File: config.mk
export PLATFORM = sky130hd
export DESIGN_NAME = i2c_init_sequencer
export DESIGN_NICKNAME = d
export VERILOG_FILES = /design/src/rtl/i2c_seq_pkg.sv /design/src/rtl/i2c_init_rom.sv /design/src/rtl/i2c_init_sequencer.sv
export SDC_FILE = /design/constraint.sdc
export NUM_CORES = 1
export LEC_CHECK = 0
export ABC_AREA = 1
export BUFFER_PORTS_ARGS = -buffer_cell sky130_fd_sc_hd__buf_4
export CORE_ASPECT_RATIO = 1.4
export CORE_MARGIN = 5
export CORE_UTILIZATION = 45
export DETAILED_ROUTE_END_ITERATION = 12
export GPL_ROUTABILITY_DRIVEN = 0
export HOLD_SLACK_MARGIN = 0.02
export SYNTH_ARGS = -nofsm -noshare
export SYNTH_HDL_FRONTEND = slang
export SYNTH_SLANG_ARGS = --single-unit
File: constraint.sdc
create_clock -name clk -period 10.8 [get_ports clk]
set_input_delay 0 -clock clk [delete_from_list [all_inputs] [get_ports clk]]
set_output_delay 0 -clock clk [all_outputs]
set_load 0.02 [all_outputs]
File: src/rtl/i2c_seq_pkg.sv
// i2c_seq_pkg: command table entry layout, op codes and sequencer states
package i2c_seq_pkg;
    localparam int ENTRY_W = 25;
    localparam int OP_HI   = 24;
    localparam int OP_LO   = 23;
    localparam int CHIP_HI = 22;
    localparam int CHIP_LO = 16;
    localparam int REG_HI  = 15;
    localparam int REG_LO  = 8;
    localparam int VAL_HI  = 7;
    localparam int VAL_LO  = 0;
    typedef enum logic [1:0] {OP_WRITE, OP_READ_CHECK, OP_DELAY, OP_END} op_t;
    typedef enum logic [3:0] {
        IDLE, FETCH, DECODE, ISSUE, WAIT_START, WAIT_DONE, EVAL, DELAY, HOST_ISSUE, FINISH
    } state_t;
    function automatic logic [ENTRY_W-1:0] mk_entry(op_t op, logic [6:0] chip, logic [7:0] r, logic [7:0] v);
        return {op, chip, r, v};
    endfunction
endpackage

File: src/rtl/i2c_init_rom.sv
// i2c_init_rom: HDMI transmitter (ADV7513 @0x39) init table, registered read.
module i2c_init_rom
    import i2c_seq_pkg::*;
#(
    parameter int AW = 6
) (
    input  logic               clk,
    input  logic [AW-1:0]      addr,
    output logic [ENTRY_W-1:0] data
);
    logic [ENTRY_W-1:0] rom_d;
    // power up, wait for hot-plug/monitor sense, settle 2 ms, then video/HDMI setup
    always_comb begin
        case (int'(addr))
            0:       rom_d = mk_entry(OP_WRITE,      7'h39, 8'h41, 8'h10);
            1:       rom_d = mk_entry(OP_WRITE,      7'h39, 8'h98, 8'h03);
            2:       rom_d = mk_entry(OP_READ_CHECK, 7'h39, 8'h42, 8'h60);
            3:       rom_d = mk_entry(OP_DELAY,      7'h00, 8'h00, 8'h02);
            4:       rom_d = mk_entry(OP_WRITE,      7'h39, 8'h9A, 8'hE0);
            5:       rom_d = mk_entry(OP_WRITE,      7'h39, 8'h9C, 8'h30);
            6:       rom_d = mk_entry(OP_WRITE,      7'h39, 8'h9D, 8'h61);
            7:       rom_d = mk_entry(OP_WRITE,      7'h39, 8'hA2, 8'hA4);
            8:       rom_d = mk_entry(OP_WRITE,      7'h39, 8'hA3, 8'hA4);
            9:       rom_d = mk_entry(OP_WRITE,      7'h39, 8'hE0, 8'hD0);
            10:      rom_d = mk_entry(OP_WRITE,      7'h39, 8'hAF, 8'h06);
            default: rom_d = mk_entry(OP_END,        7'h00, 8'h00, 8'h00);
        endcase
    end
    always_ff @(posedge clk) data <= rom_d;
endmodule

File: src/rtl/i2c_init_sequencer.sv
// i2c_init_sequencer: walks the HDMI init table over the shared I2C register block
// and lends that block to a host request port whenever the sequence is idle.
module i2c_init_sequencer
    import i2c_seq_pkg::*;
#(
    parameter int TABLE_DEPTH = 64,
    parameter int DELAY_UNIT  = 27_000,
    parameter int MAX_RETRY   = 3,
    parameter int POLL_LIMIT  = 255,
    parameter int AUTO_START  = 1,
    localparam int IDX_W      = $clog2(TABLE_DEPTH)
) (
    input  logic             clk,
    input  logic             reset,
    input  logic             start,
    output logic             busy,
    output logic             init_done,
    output logic             error,
    output logic [IDX_W-1:0] error_index,
    input  logic             host_req,
    input  logic             host_is_read,
    input  logic [6:0]       host_chip_addr,
    input  logic [7:0]       host_reg_addr,
    input  logic [7:0]       host_value,
    output logic             host_ack,
    output logic [7:0]       host_rdata,
    output logic             host_nack,
    output logic [6:0]       i2c_chip_addr,
    output logic [7:0]       i2c_reg_addr,
    output logic [7:0]       i2c_value,
    output logic             i2c_enable,
    output logic             i2c_is_read,
    input  logic [7:0]       i2c_data,
    input  logic             i2c_done,
    input  logic             i2c_ack_error
);
    localparam logic [IDX_W-1:0] LAST = IDX_W'(TABLE_DEPTH - 1);
    localparam logic [15:0] RETRY_MAX = 16'(MAX_RETRY);
    localparam logic [15:0] POLL_LAST = 16'(POLL_LIMIT - 1);
    localparam logic [31:0] UNIT = 32'(DELAY_UNIT);
    state_t state, nxt, reissue;
    op_t op;
    logic [IDX_W-1:0] index;
    logic [ENTRY_W-1:0] ent;
    logic [15:0] retry, poll;
    logic [31:0] dly;
    logic [1:0] tmo;
    logic [7:0] rdata_q;
    logic nack_q, host_mode, auto_pend, go, adv, fail, retry_inc, poll_inc;

    i2c_init_rom #(.AW(IDX_W)) u_rom (.clk(clk), .addr(index), .data(ent));

    assign op = op_t'(ent[OP_HI:OP_LO]);
    assign go = start || auto_pend;
    // the I2C block only accepts a command while done is high; otherwise wait in DECODE
    assign reissue = i2c_done ? ISSUE : DECODE;
    assign busy = state != IDLE;
    assign i2c_enable = state == ISSUE || state == HOST_ISSUE;
    assign host_ack = state == EVAL && host_mode;
    assign host_rdata = host_ack ? rdata_q : 8'h00;
    assign host_nack = host_ack && nack_q;

    always_comb begin
        nxt = state;
        adv = 1'b0;
        fail = 1'b0;
        retry_inc = 1'b0;
        poll_inc = 1'b0;
        case (state)
            IDLE:              nxt = go ? FETCH : (host_req && i2c_done) ? HOST_ISSUE : IDLE;
            FETCH:             nxt = DECODE;
            DECODE:            nxt = op == OP_END ? FINISH : op == OP_DELAY ? DELAY : reissue;
            ISSUE, HOST_ISSUE: nxt = WAIT_START;
            WAIT_START:        nxt = !i2c_done ? WAIT_DONE : tmo == 2'd3 ? EVAL : WAIT_START;
            WAIT_DONE:         nxt = i2c_done ? EVAL : WAIT_DONE;
            EVAL: begin
                if (host_mode) begin
                    nxt = IDLE;
                end else if (nack_q) begin
                    retry_inc = retry < RETRY_MAX;
                    fail = !retry_inc;
                    nxt = retry_inc ? reissue : FINISH;
                end else if (op == OP_READ_CHECK && rdata_q != ent[VAL_HI:VAL_LO]) begin
                    poll_inc = poll < POLL_LAST;
                    fail = !poll_inc;
                    nxt = poll_inc ? DELAY : FINISH;
                end else begin
                    fail = index == LAST;
                    adv = !fail;
                    nxt = fail ? FINISH : FETCH;
                end
            end
            DELAY: begin
                if (dly > 32'd1) begin
                    nxt = DELAY;
                end else if (op == OP_READ_CHECK) begin
                    nxt = reissue;
                end else begin
                    fail = index == LAST;
                    adv = !fail;
                    nxt = fail ? FINISH : FETCH;
                end
            end
            FINISH:  nxt = IDLE;
            default: nxt = IDLE;
        endcase
    end

    always_ff @(posedge clk or posedge reset) begin
        if (reset) begin
            state <= IDLE;
            index <= '0;
            retry <= '0;
            poll <= '0;
            dly <= '0;
            tmo <= '0;
            rdata_q <= '0;
            nack_q <= 1'b0;
            host_mode <= 1'b0;
            auto_pend <= AUTO_START != 0;
            init_done <= 1'b0;
            error <= 1'b0;
            error_index <= '0;
            i2c_chip_addr <= '0;
            i2c_reg_addr <= '0;
            i2c_value <= '0;
            i2c_is_read <= 1'b0;
        end else begin
            state <= nxt;
            tmo <= state == WAIT_START ? tmo + 2'd1 : 2'd0;
            if (state == IDLE && go) begin
                auto_pend <= 1'b0;
                host_mode <= 1'b0;
                init_done <= 1'b0;
                error <= 1'b0;
                index <= '0;
                retry <= '0;
                poll <= '0;
            end
            // command fields stay latched from ISSUE through EVAL
            if (nxt == HOST_ISSUE) begin
                host_mode <= 1'b1;
                i2c_chip_addr <= host_chip_addr;
                i2c_reg_addr <= host_reg_addr;
                i2c_value <= host_value;
                i2c_is_read <= host_is_read;
            end
            if (nxt == ISSUE) begin
                i2c_chip_addr <= ent[CHIP_HI:CHIP_LO];
                i2c_reg_addr <= ent[REG_HI:REG_LO];
                i2c_value <= ent[VAL_HI:VAL_LO];
                i2c_is_read <= op == OP_READ_CHECK;
            end
            if (state == WAIT_START && nxt == EVAL) nack_q <= 1'b1;
            if (state == WAIT_DONE && i2c_done) begin
                rdata_q <= i2c_data;
                nack_q <= i2c_ack_error;
            end
            if (state == DECODE && op == OP_END) init_done <= 1'b1;
            if (state == DECODE && op == OP_DELAY) dly <= {16'd0, ent[REG_HI:VAL_LO]} * UNIT;
            else if (poll_inc) dly <= UNIT;
            else if (state == DELAY) dly <= dly - 32'd1;
            if (retry_inc) retry <= retry + 16'd1;
            if (poll_inc) poll <= poll + 16'd1;
            if (adv) begin
                index <= index + IDX_W'(1);
                retry <= '0;
                poll <= '0;
            end
            if (fail) begin
                error <= 1'b1;
                error_index <= index;
            end
        end
    end
endmodule

# [Yosys cells after proc, flatten, opt, wreduce, memory -nomap -nowiden]
# Memories as Yosys holds them, arrays and structs flattened. A register that Yosys moved wholly into a read port is not among the register bits.
# Cells that the tools add are included.
[word_totals] in_bits=38 mem_count=1 regBits=144 rom_bits=336 word_cells=135 out_inout_bits=44
[mem_list] name="(no name shown)" depth=16 word_bits=21 read_ports=1 rd_ports_with_merged_regs=1 wr=0 line_no="i2c_init_rom.sv:14" rtl="case (int'(addr))"
[op_classes] add_sub_neg=5 order_cmp=3 n_mul=1 n_reduce_logical=28 muxes=62 eq_ne=17
[ops] operator="2-to-1 mux 32 bit" n=3
[ops] operator="2-to-1 mux 16 bit" n=5
[ops] operator="2-to-1 mux 4 bit" n=11
[ops] operator="2-to-1 mux 8 bit" n=5
[ops] operator="adder 16 x 1 -> 16 bit (second input constant)" n=2
[ops] operator="> comparator 32 x 1 -> 1 bit (second input constant)" n=1
[ops] operator="case mux 4 bit (8 select lines)" n=1
[ops] operator="subtractor 32 x 1 -> 32 bit (second input constant)" n=1
[ops] operator="multiplier 16 x 12 -> 28 bit (second input constant)" n=1
[ops] operator="2-to-1 mux 1 bit" n=26
[ops] operator="== test 4 x 3 -> 1 bit (second input constant)" n=5
[ops] operator="< comparator 16 x 2 -> 1 bit (second input constant)" n=1
[ops] operator="< comparator 16 x 8 -> 1 bit (second input constant)" n=1
[ops] operator="2-to-1 mux 7 bit" n=2
[ops] operator="== test 4 x 2 -> 1 bit (second input constant)" n=3
[ops] operator="2-to-1 mux 6 bit" n=2
[ops] operator="nonzero test 2 bit" n=6
[ops] operator="logical AND 1 bit" n=9
[ops] operator="nonzero test 3 bit" n=3
[ops] operator="== test 4 bit (second input constant)" n=2
[ops] operator="2-to-1 mux 2 bit" n=4
[ops] operator="inequality test 8 bit" n=1
[ops] operator="adder 6 x 1 -> 6 bit (second input constant)" n=1
[ops] operator="== test 2 bit (second input constant)" n=3
[ops] operator="12 further kinds" n=17

# [Logic depth before layout (Yosys ltp)]
# Gate-level depths: netlist (run 1).
[logic_depth] depth_word=10 depth_mapped=24 ltp_nobuf=24

# [Modules after synthesis]
# Synthesis (run 1) repeated with hierarchy kept, for this count alone.
[hier_totals] hier_cells=1547 area_unflattened_um2=11838.9
[by_module_without_submodules] module="i2c_init_sequencer" cells_per_inst=1448 n_inst=1 area_per_inst_um2=11016.8 seq_area_each_um2=2979.1
[by_module_without_submodules] module="i2c_init_rom" cells_per_inst=99 n_inst=1 area_per_inst_um2=822.0 seq_area_each_um2=360.3

# [Least setup slack after synthesis (run 1)]
# Ideal clock, no wire load.
[synth_path] kind="reg-to-reg" startpoint="register u_rom.data[8]" endpoint="register dly[27]" path_slack_ns=6.395 synth_period_minus_slack_ns=4.405 setup_time_ns=0.120 required_time_ns=10.680 path_buffers=0 stages_incl_launch_ff=22 t_arrival_ns=4.286 path_cell_list="dfxtp_1 ha_1 inv_1 fa_1 fa_1 inv_1 fa_1 inv_1 fa_1 inv_1 ha_1 nand2_1 nor2_1 inv_1 nor3_1 nand3_1 nand3_1 a21oi_1 o21ai_0 nand2_1 o21ai_0 inv_1"
[synth_via] elab_chain_cells=2
[synth_lines] element="start: declaration" line_no="i2c_init_rom.sv:9" rtl="output logic [ENTRY_W-1:0] data"
[synth_lines] element="multiplier 16 x 12 -> 28 bit" line_no="i2c_init_sequencer.sv:160" rtl="if (state == DECODE && op == OP_DELAY) dly <= {16'd0, ent[REG_HI:VAL_LO]} * UNIT;"
[synth_lines] element="2-to-1 mux 32 bit" line_no="i2c_init_sequencer.sv:160"
[synth_lines] element="end signal: assignment" line_no="i2c_init_sequencer.sv:160"
[synth_lines] element="end signal: assignment" line_no="i2c_init_sequencer.sv:162" rtl="else if (state == DELAY) dly <= dly - 32'd1;"
[synth_lines] element="end: declaration" line_no="i2c_init_sequencer.sv:46" rtl="logic [31:0] dly;"
# No other way between the ends.
# A chain may end at the register's enable or synchronous reset.

# [Final worst setup path (run 1)]
[layout_path] startpoint="register u_rom.data[1]" endpoint="register dly[21]"
[layout_via] elab_chain_cells=8 elab_cells_between_ends=10 cone_classes="mul: 1; eq/ne: 1; mux: 6; reduce/logical: 2"
[layout_lines] element="branches (longest 8 deep; another with multiplier 16 x 12 -> 28 bit)"
# Several ways; the timed one is not identified.

==> metrics.cfg, run 1 <==
[synth]
syn_nets=1701
ys_top_cells_by_area=dfrtp_1 (26%), ha_1 (13%), fa_1 (12%)
synth.avg_cell_area_um2=7.72
synth_compound_area_frac=0.0802
synth_ff_type=dfrtp_1
synth_enable_flop_cells=0
synth_fa_ha_area_frac=0.245
ys_types=48
ys_ff_latch=137
synth.top_cell.area_share=0.258
ys_warn_count=0
syn_inst=1479
muxShareOfSynthArea=0
synth-seq-area-share=0.292
synthesis.area_mm2=0.0114
synth_top_family_by_area=simple AND/OR/NAND/NOR gates
yosysTopAreaCell=dfrtp_1
async_reset_ff_frac=0.869
synthSimpleGateAreaFrac=0.246
synth_xor_area_frac=0.0268

[detailed_routing]
firstDrtPassIters=5
vias=9822
wl_per_cell_um=15.8
routed_wl_um=30300
via_per_inst=5.10
drt-initial-drc-count=551
antenna_left=0
drc=0

[critical_path]
critPathLaunchType=register
critPathKind=reg -> reg
worstPathMaxFanout=11
crit_chain=inv_1 -> ha_1 -> xnor2_1 -> ha_1 -> a21oi_1 -> fa_1 -> inv_1 -> fa_1 -> inv_1 -> fa_1 -> inv_1 -> ha_1 -> a21oi_1 -> o21ai_0 -> a21oi_1 -> nand2_1 -> o21ai_0 -> o21ai_0 -> nand2_1 -> nand2_1
end_kind=register
cpPeakStageDelay_ns=0.62
required_ns=11.13
arrival_ns=5.21
critPathSlowestCell=dfxtp_1
cpMostUsedCell=inv_1

[final_layout]
finalNonFillerCells=1925
drive_above_1_share=0.103
n_fill_cell=2512
insertedDiodeCount=0
syn_to_final_growth_pct=15.8
final-seq-area_mm2=0.00334
multi_input_area_mm2=0.00683
nets=1815

[clocking]
cts-root-buf=clkbuf_16
clockBufferDepth=2
cts_tree=yes
cts_sinks=137
ctsHtreeMaxLevel=4
clk_transition_reported_paths_ns=0.06
cts_buffers=17
clock_latency_ns=0.44

[timing]
rsz0062_at_grt=no
setup_viol=0
slew_headroom=0.373
timing_worst_slew_pin_value_ns=0.940
hold_viol=0
min_period_ns=4.89
fmax_mhz=205
fin_hold_ws_ns=0.0368
period_share=0.452
fin_setup_tns_ns=0
drv_slew=0
clock_skew_ns=0.0129

[floorplan]
die_area_mm2=0.0287
dieWidth_um=145
num_io_pins=82
rows=69
core-area_mm2=0.0252
die_y_um=199
start_util=0.453

[global_routing]
grt_max_degree=68
antenna_found_initial=0
grt_overflow=0
grt_usage=0.219
grt_pass1_wl_um=49600
grt_pass1_vias=9975

[placed_design]
port_buffers=81
hpwl_um=23800
place_inst=1857

[status]
outcome=completed

[min_path]
hold_path.class=in -> reg

[job]
maxCapViolations=0

[repair_timing]
action | CTS | global route
hold buffers | 36 | 0
gates resized for setup | 0 | 0
buffers inserted | 0 | 0
endpoints found under the hold margin | 85 | 0
setup endpoints to repair | 0 | 0
[layout make-up]
| class | instances | area share |
|---|---|---|
| clock buffer | 19 | 0.0335 |
| clock inverter | 13 | 0.00908 |
| inverter | 297 | 0.0846 |
| multi-input combinational | 1021 | 0.516 |
| sequential | 137 | 0.252 |
| tap | 319 | 0.0302 |
| timing repair buffer | 119 | 0.0743 |
[final timing paths]
path,from,end,slack (ns),cells past startpoint
setup / recovery,u_rom.data[1]$_SDFF_PP0_,dly[21]$_DFFE_PP0P_,5.91,20
min in group asynchronous,reset,poll[5]$_DFFE_PP0P_,0.25,3
max in group asynchronous,reset,i2c_value[2]$_DFFE_PP0P_,9.21,4
hold / removal,host_req,i2c_chip_addr[2]$_DFFE_PP0P_,0.04,5
setup reg to reg,u_rom.data[1]$_SDFF_PP0_,dly[21]$_DFFE_PP0P_,5.91,20
hold reg to reg,auto_pend$_DFFE_PP1P_,auto_pend$_DFFE_PP1P_,0.44,2
[placed cells by master, fill, tap and decap left out, drive strengths merged, types with 3 or more instances in the layout]
| cell type | netlist | layout |
|---|---|---|
| xor2 | 28 | 28 |
| a21oi | 52 | 52 |
| o211ai | 7 | 7 |
| clkinvlp | 0 | 3 |
| clkinv | 3 | 10 |
| nor3 | 13 | 13 |
| nor4 | 7 | 7 |
| dfrtp | 118 | 118 |
| clkbuf | 6 | 19 |
| dfxtp | 18 | 18 |
| fa | 66 | 66 |
| xnor2 | 7 | 7 |
| o22ai | 10 | 10 |
| or2 | 6 | 6 |
| buf | 18 | 83 |
| nand3 | 83 | 83 |
| dlygate4sd3 | 0 | 36 |
| o21ai | 85 | 85 |
| nand3b | 6 | 6 |
| inv | 294 | 296 |
| nand4 | 41 | 41 |
| a31oi | 3 | 3 |
| ha | 118 | 118 |
| o221ai | 3 | 3 |
| nand2 | 313 | 313 |
| nor2 | 160 | 160 |
[critical path, delay by kind of cell, from the launching register on]
family          cells  cell delay, ns
flops               1            0.62
buf+inv             4            0.30
compound gates      6            1.06
fa+ha+maj           6            2.40
simple gates        3            0.23
xor+xnor            1            0.17
[metrics by stage]
stage          area [um^2]   util  setup WS [ns]
6_report             13200  0.525           5.91
5_1_grt              13200  0.525           5.51
2_1_floorplan        11400      -           6.39
4_1_cts              13200  0.525           5.91
3_5_place_dp         12300  0.488           5.92
3_3_place_gp         12300  0.488           5.98
[per-layer routing]
metal | wire length, um | GRT usage | vias up | share of wire
li1 | - | - | 4910 | -
met1 | 12100 | 0.258 | 4643 | 0.40
met4 | 1560 | 0.107 | 0 | 0.051
met3 | 861 | 0.0344 | 84 | 0.028
met2 | 15800 | 0.386 | 185 | 0.52
met5 | 0 | 0 | - | 0
[synthesized netlist by cell type (all sizes together), types with 13 or more instances]
master and instances:
nand2 313, inv 294, nor2 160, dfrtp 118
ha 118, o21ai 85, nand3 83, fa 66
a21oi 52, nand4 41, xor2 28, buf 18
dfxtp 18, nor3 13
[flip-flops by register name, summed over array words and instances, names as in the netlist, 6 cells and up]
| name | flops |
|---|---|
| dly | 32 |
| error_index | 6 |
| i2c_chip_addr | 7 |
| i2c_reg_addr | 8 |
| i2c_value | 8 |
| index | 6 |
| poll | 16 |
| rdata_q | 8 |
| retry | 16 |
| u_rom.data | 18 |
[cell families after synthesis]
kind of cell	Yosys count
and+or+nand+nor	633
adders and majority gates	184
buffers and inverters	321
AOI/OAI and AO/OA	169
DFF	137
xor gates and xnor gates	35
Power of run 1 is not shown: default switching activity piles up to over one toggle a cycle in this logic, so the estimate is an artifact.
==> inputs of run 2 (changes only) <==
- clock period: 10.8 -> 4.91 ns (I/O delays scaled with it)
==> run 2 against run 1 <==
Non-clock buffer count rose by 13. Global-route usage fell by 0.36 points. Die area did not move. Sequential share of layout area fell by 0.29 points. Cell area rose by 1.2%. Clock skew rose by 0.0031 ns. Utilization rose by 0.63 points. Via count fell by 0.21%. Routed wire length fell by 0.75%. Critical endpoint is now dly[24]$_DFFE_PP0P_.
==> metrics.cfg, run 2 (synthesis gave the netlist of run 1 again) <==
[global_routing]
grt_usage=0.216
grt_pass1_vias=9753
antenna_found_initial=0
grt_max_degree=71
grt_overflow=0
grt_pass1_wl_um=49100

[detailed_routing]
via_per_inst=5.06
drt-initial-drc-count=539
antenna_left=0
wl_per_cell_um=15.5
firstDrtPassIters=5
vias=9801
routed_wl_um=30100
drc=0

[clocking]
cts-root-buf=clkbuf_16
ctsHtreeMaxLevel=4
clock_latency_ns=0.43
cts_setup_buffers=0
cts_sinks=137
cts_tree=yes
clk_transition_reported_paths_ns=0.06
clockBufferDepth=2
cts_buffers=17

[timing]
drv_slew=0
hold_viol=0
slew_headroom=0.407
fmax_mhz=215
timing_worst_slew_pin_value_ns=0.890
setup_viol=0
period_share=0.948
rsz0062_at_grt=yes
worst_slack_ns=0.257
fin_hold_ws_ns=0.0403
clock_skew_ns=0.0161
min_period_ns=4.65

[status]
outcome=completed

[floorplan]
die_y_um=199
die_area_mm2=0.0287
core-area_mm2=0.0252
num_io_pins=82
dieWidth_um=145
rows=69
start_util=0.453

[critical_path]
crit_buf_inv=4
path_delay_family=adder cells
required_ns=5.22
critPathKind=reg -> reg
critPathLaunchType=register
arrival_ns=4.96
end_kind=register
crit_chain=ha_1 -> inv_1 -> fa_1 -> fa_1 -> inv_1 -> fa_1 -> inv_1 -> fa_1 -> inv_1 -> ha_1 -> a21oi_1 -> o21ai_0 -> a21oi_1 -> nand2_1 -> nand3_1 -> nand3_1 -> nand3_1 -> nand2_1 -> nand2_1 -> nand2_1
worstPathMaxFanout=5
cpPeakStageDelay_ns=0.54
critPathSlowestCell=fa_1

[final_layout]
insertedDiodeCount=0
final_cell_mix=nand2_1 (304), inv_1 (281), nor2_1 (143), ha_1 (118), dfrtp_1 (118)
drive_above_1_share=0.112
nets=1828
final_common_cell=nand2_1
largest_reg_flops=32
syn_to_final_growth_pct=17.2
largest_register=dly
largestRegisters=dly x32, u_rom.data x18

[placed_design]
pre_cts_slack_ns=0.195
port_buffers=81
hpwl_um=23600

[min_path]
hold_path.class=in -> reg

[job]
maxCapViolations=0

run 2: layout make-up:
| type | count | area (um^2) |
|---|---|---|
| multi-input combinational | 1021 | 6840 |
| timing repair buffer | 132 | 1080 |
| clock inverter | 9 | 113 |
| clock buffer | 23 | 498 |
| sequential | 137 | 3340 |
| inverter | 297 | 1120 |
| tap | 319 | 399 |
| fill | 2493 | 11800 |
run 2: per-layer routing:
| metal | global-route usage | share of wire | up-vias |
|---|---|---|---|
| met3 | 0.0298 | 0.028 | 49 |
| li1 | - | - | 4928 |
| met4 | 0.0767 | 0.030 | 0 |
| met2 | 0.385 | 0.53 | 156 |
| met5 | 0 | 0 | - |
| met1 | 0.264 | 0.42 | 4668 |
run 2: worst min-delay path, cell delays in order:
cell      delay (ns)
buf_4           0.11
inv_1           0.06
nor4_2          0.07
o211ai_1        0.15
inv_1           0.05
run 2: final timing paths:
| check | startpoint | to | slack [ns] | cells after the start |
|---|---|---|---|---|
| min in group asynchronous | reset | poll[3]$_DFFE_PP0P_ | 0.32 | 3 |
| max in group asynchronous | reset | rdata_q[7]$_DFFE_PP0P_ | 3.36 | 4 |
| max reg2reg | u_rom.data[7]$_SDFF_PP0_ | dly[24]$_DFFE_PP0P_ | 0.26 | 20 |
| min reg2reg | tmo[0]$_DFF_PP0_ | tmo[0]$_DFF_PP0_ | 0.44 | 1 |
| max | u_rom.data[7]$_SDFF_PP0_ | dly[24]$_DFFE_PP0P_ | 0.26 | 20 |
| min | host_req | i2c_chip_addr[2]$_DFFE_PP0P_ | 0.04 | 5 |
run 2: repair_timing:
item / CTS / global route
endpoints found under the hold margin: 102 / 0
gates resized for setup: 0 / 3
setup endpoints to repair: 0 / 2
hold buffers: 36 / 0
run 2: per-stage QoR:
stage | util | instances | area [um^2] | setup TNS [ns]
after floorplan | - | 1479 | 11400 | 0
after global placement | 0.492 | 1870 | 12400 | 0
after detailed placement | 0.492 | 1870 | 12400 | 0
after CTS | 0.531 | 1938 | 13400 | 0
after global routing | 0.531 | 1938 | 13400 | -0.0497
final | 0.531 | 1938 | 13400 | 0
Power of run 2 is left out for the same reason.
==> inputs of run 3 (changes only) <==
- CORE_MARGIN: 5 -> default
==> run 3 against run 2 <==
Highest routed layer unchanged. First-iteration DRC count is 9.6% lower. Setup slack better by 0.055 ns. Cell area is 0.34% higher. Utilization is 1.1 points higher. Sequential share of layout area is 0.084 points lower. Non-clock buffer count is 4 higher. Worst hold slack better by 0.011 ns. Critical endpoint unchanged. Critical path type unchanged. Final cell count stayed put. Die area is 9.3% lower. Register-to-register slack better by 0.05 ns.
==> metrics.cfg, run 3 (synthesis gave the netlist of run 1 again) <==
[detailed_routing]
antenna_left=0
vias=9837
firstDrtPassIters=5
wl_per_cell_um=15.4
routed_wl_um=29800
via_per_inst=5.08
drt-initial-drc-count=487
drc=0

[timing]
clock_skew_ns=0.0115
worst_slack_ns=0.312
hold_viol=0
timing_worst_slew_pin_value_ns=0.929
fmax_mhz=217
setup_viol=0
period_share=0.936
min_period_ns=4.60
slew_headroom=0.380
drv_slew=0
rsz0062_at_grt=no
fin_setup_tns_ns=0

[final_layout]
n_fill_cell=2326
final_cell_mix=nand2_1 (304), inv_1 (281), nor2_1 (143), ha_1 (118), dfrtp_1 (118)
final-seq-area_mm2=0.00334
largestRegisters=dly x32, u_rom.data x18
largest_register=dly
syn_to_final_growth_pct=17.6
insertedDiodeCount=0
drive_above_1_share=0.112
final_common_cell=nand2_1
multi_input_area_mm2=0.00683
largest_reg_flops=32
nets=1832

[global_routing]
grt_pass1_vias=9884
grt_busiest_layer=met2
grt_max_degree=75
grt_overflow=0
grt_use_met1=0.279
antenna_found_initial=0
gr-usage-met3=0.0417
grt_usage=0.243
grt_use_met2=0.422
grt_pass1_wl_um=48600

[clocking]
cts_setup_buffers=0
clk_transition_reported_paths_ns=0.06
cts_tree=yes
clock_latency_ns=0.43
cts_buffers=17
ctsHtreeMaxLevel=4
clockBufferDepth=2
cts_sinks=137
cts-root-buf=clkbuf_16

[floorplan]
num_io_pins=82
core-area_mm2=0.0248
rows=68
die_y_um=191
dieWidth_um=137
start_util=0.461
die_area_mm2=0.0260

[critical_path]
required_ns=5.23
arrival_ns=4.92
worstPathMaxFanout=5
end_kind=register
critPathKind=reg -> reg
critPathLaunchType=register

[status]
outcome=completed

[placed_design]
pre_cts_slack_ns=0.218
hpwl_um=23300
port_buffers=81

[job]
maxCapViolations=0

[min_path]
hold_path.class=in -> reg

==> run 3: layer usage <==
layer,wire length (um),part of all wire
met1,12200,0.41
met2,15100,0.51
met3,1030,0.034
met4,1470,0.049
met5,0,0
==> run 3: timing repair <==
item	CTS	global route
endpoints found under the hold margin	106	0
hold buffers	37	0
gates resized for setup	0	1
endpoints found under the setup margin	0	1
==> run 3: critical path, cell delays in order, from the launching register on <==
cell,delay (ns)
dfxtp_1,0.47
ha_1,0.31
fa_1,0.48
fa_1,0.52
fa_1,0.54
inv_1,0.05
fa_1,0.52
inv_1,0.04
ha_1,0.36
nand2_1,0.14
nor4_1,0.38
nand2_1,0.09
nand2_1,0.13
nand3_1,0.11
nand2_1,0.07
nand2_1,0.05
nand3_1,0.06
nand2_1,0.05
nand2_1,0.05
nand2_1,0.05
==> run 3: worst paths after layout <==
check | end | startpoint | slack [ns] | cells after the start
setup reg to reg | dly[24]$_DFFE_PP0P_ | u_rom.data[4]$_SDFF_PP0_ | 0.31 | 19
hold reg to reg | tmo[0]$_DFF_PP0_ | tmo[0]$_DFF_PP0_ | 0.43 | 1
min in group asynchronous | poll[5]$_DFFE_PP0P_ | reset | 0.34 | 3
max in group asynchronous | i2c_value[5]$_DFFE_PP0P_ | reset | 3.36 | 4
hold / removal | i2c_chip_addr[1]$_DFFE_PP0P_ | host_req | 0.05 | 5
setup / recovery | dly[24]$_DFFE_PP0P_ | u_rom.data[4]$_SDFF_PP0_ | 0.31 | 19
==> run 3: layout make-up <==
cell class                      instances  share of cell area
Sequential cell                       137               0.249
Clock inverter                         10              0.0123
Inverter                              297              0.0834
Tap cell                              315              0.0293
Clock buffer                           22              0.0353
Timing Repair Buffer                  136              0.0829
Multi-Input combinational cell       1021               0.508
==> run 3: per-stage QoR <==
step                utilization  instances  hold slack [ns]  cell area (um^2)
floorplan                     -       1479            0.117             11400
global placement          0.502       1869            0.205             12400
detailed placement        0.502       1869            0.210             12400
CTS                       0.543       1938           0.0327             13400
global route              0.543       1938           0.0678             13400
finish                    0.543       1938           0.0511             13400
Power of run 3 is left out for the same reason.
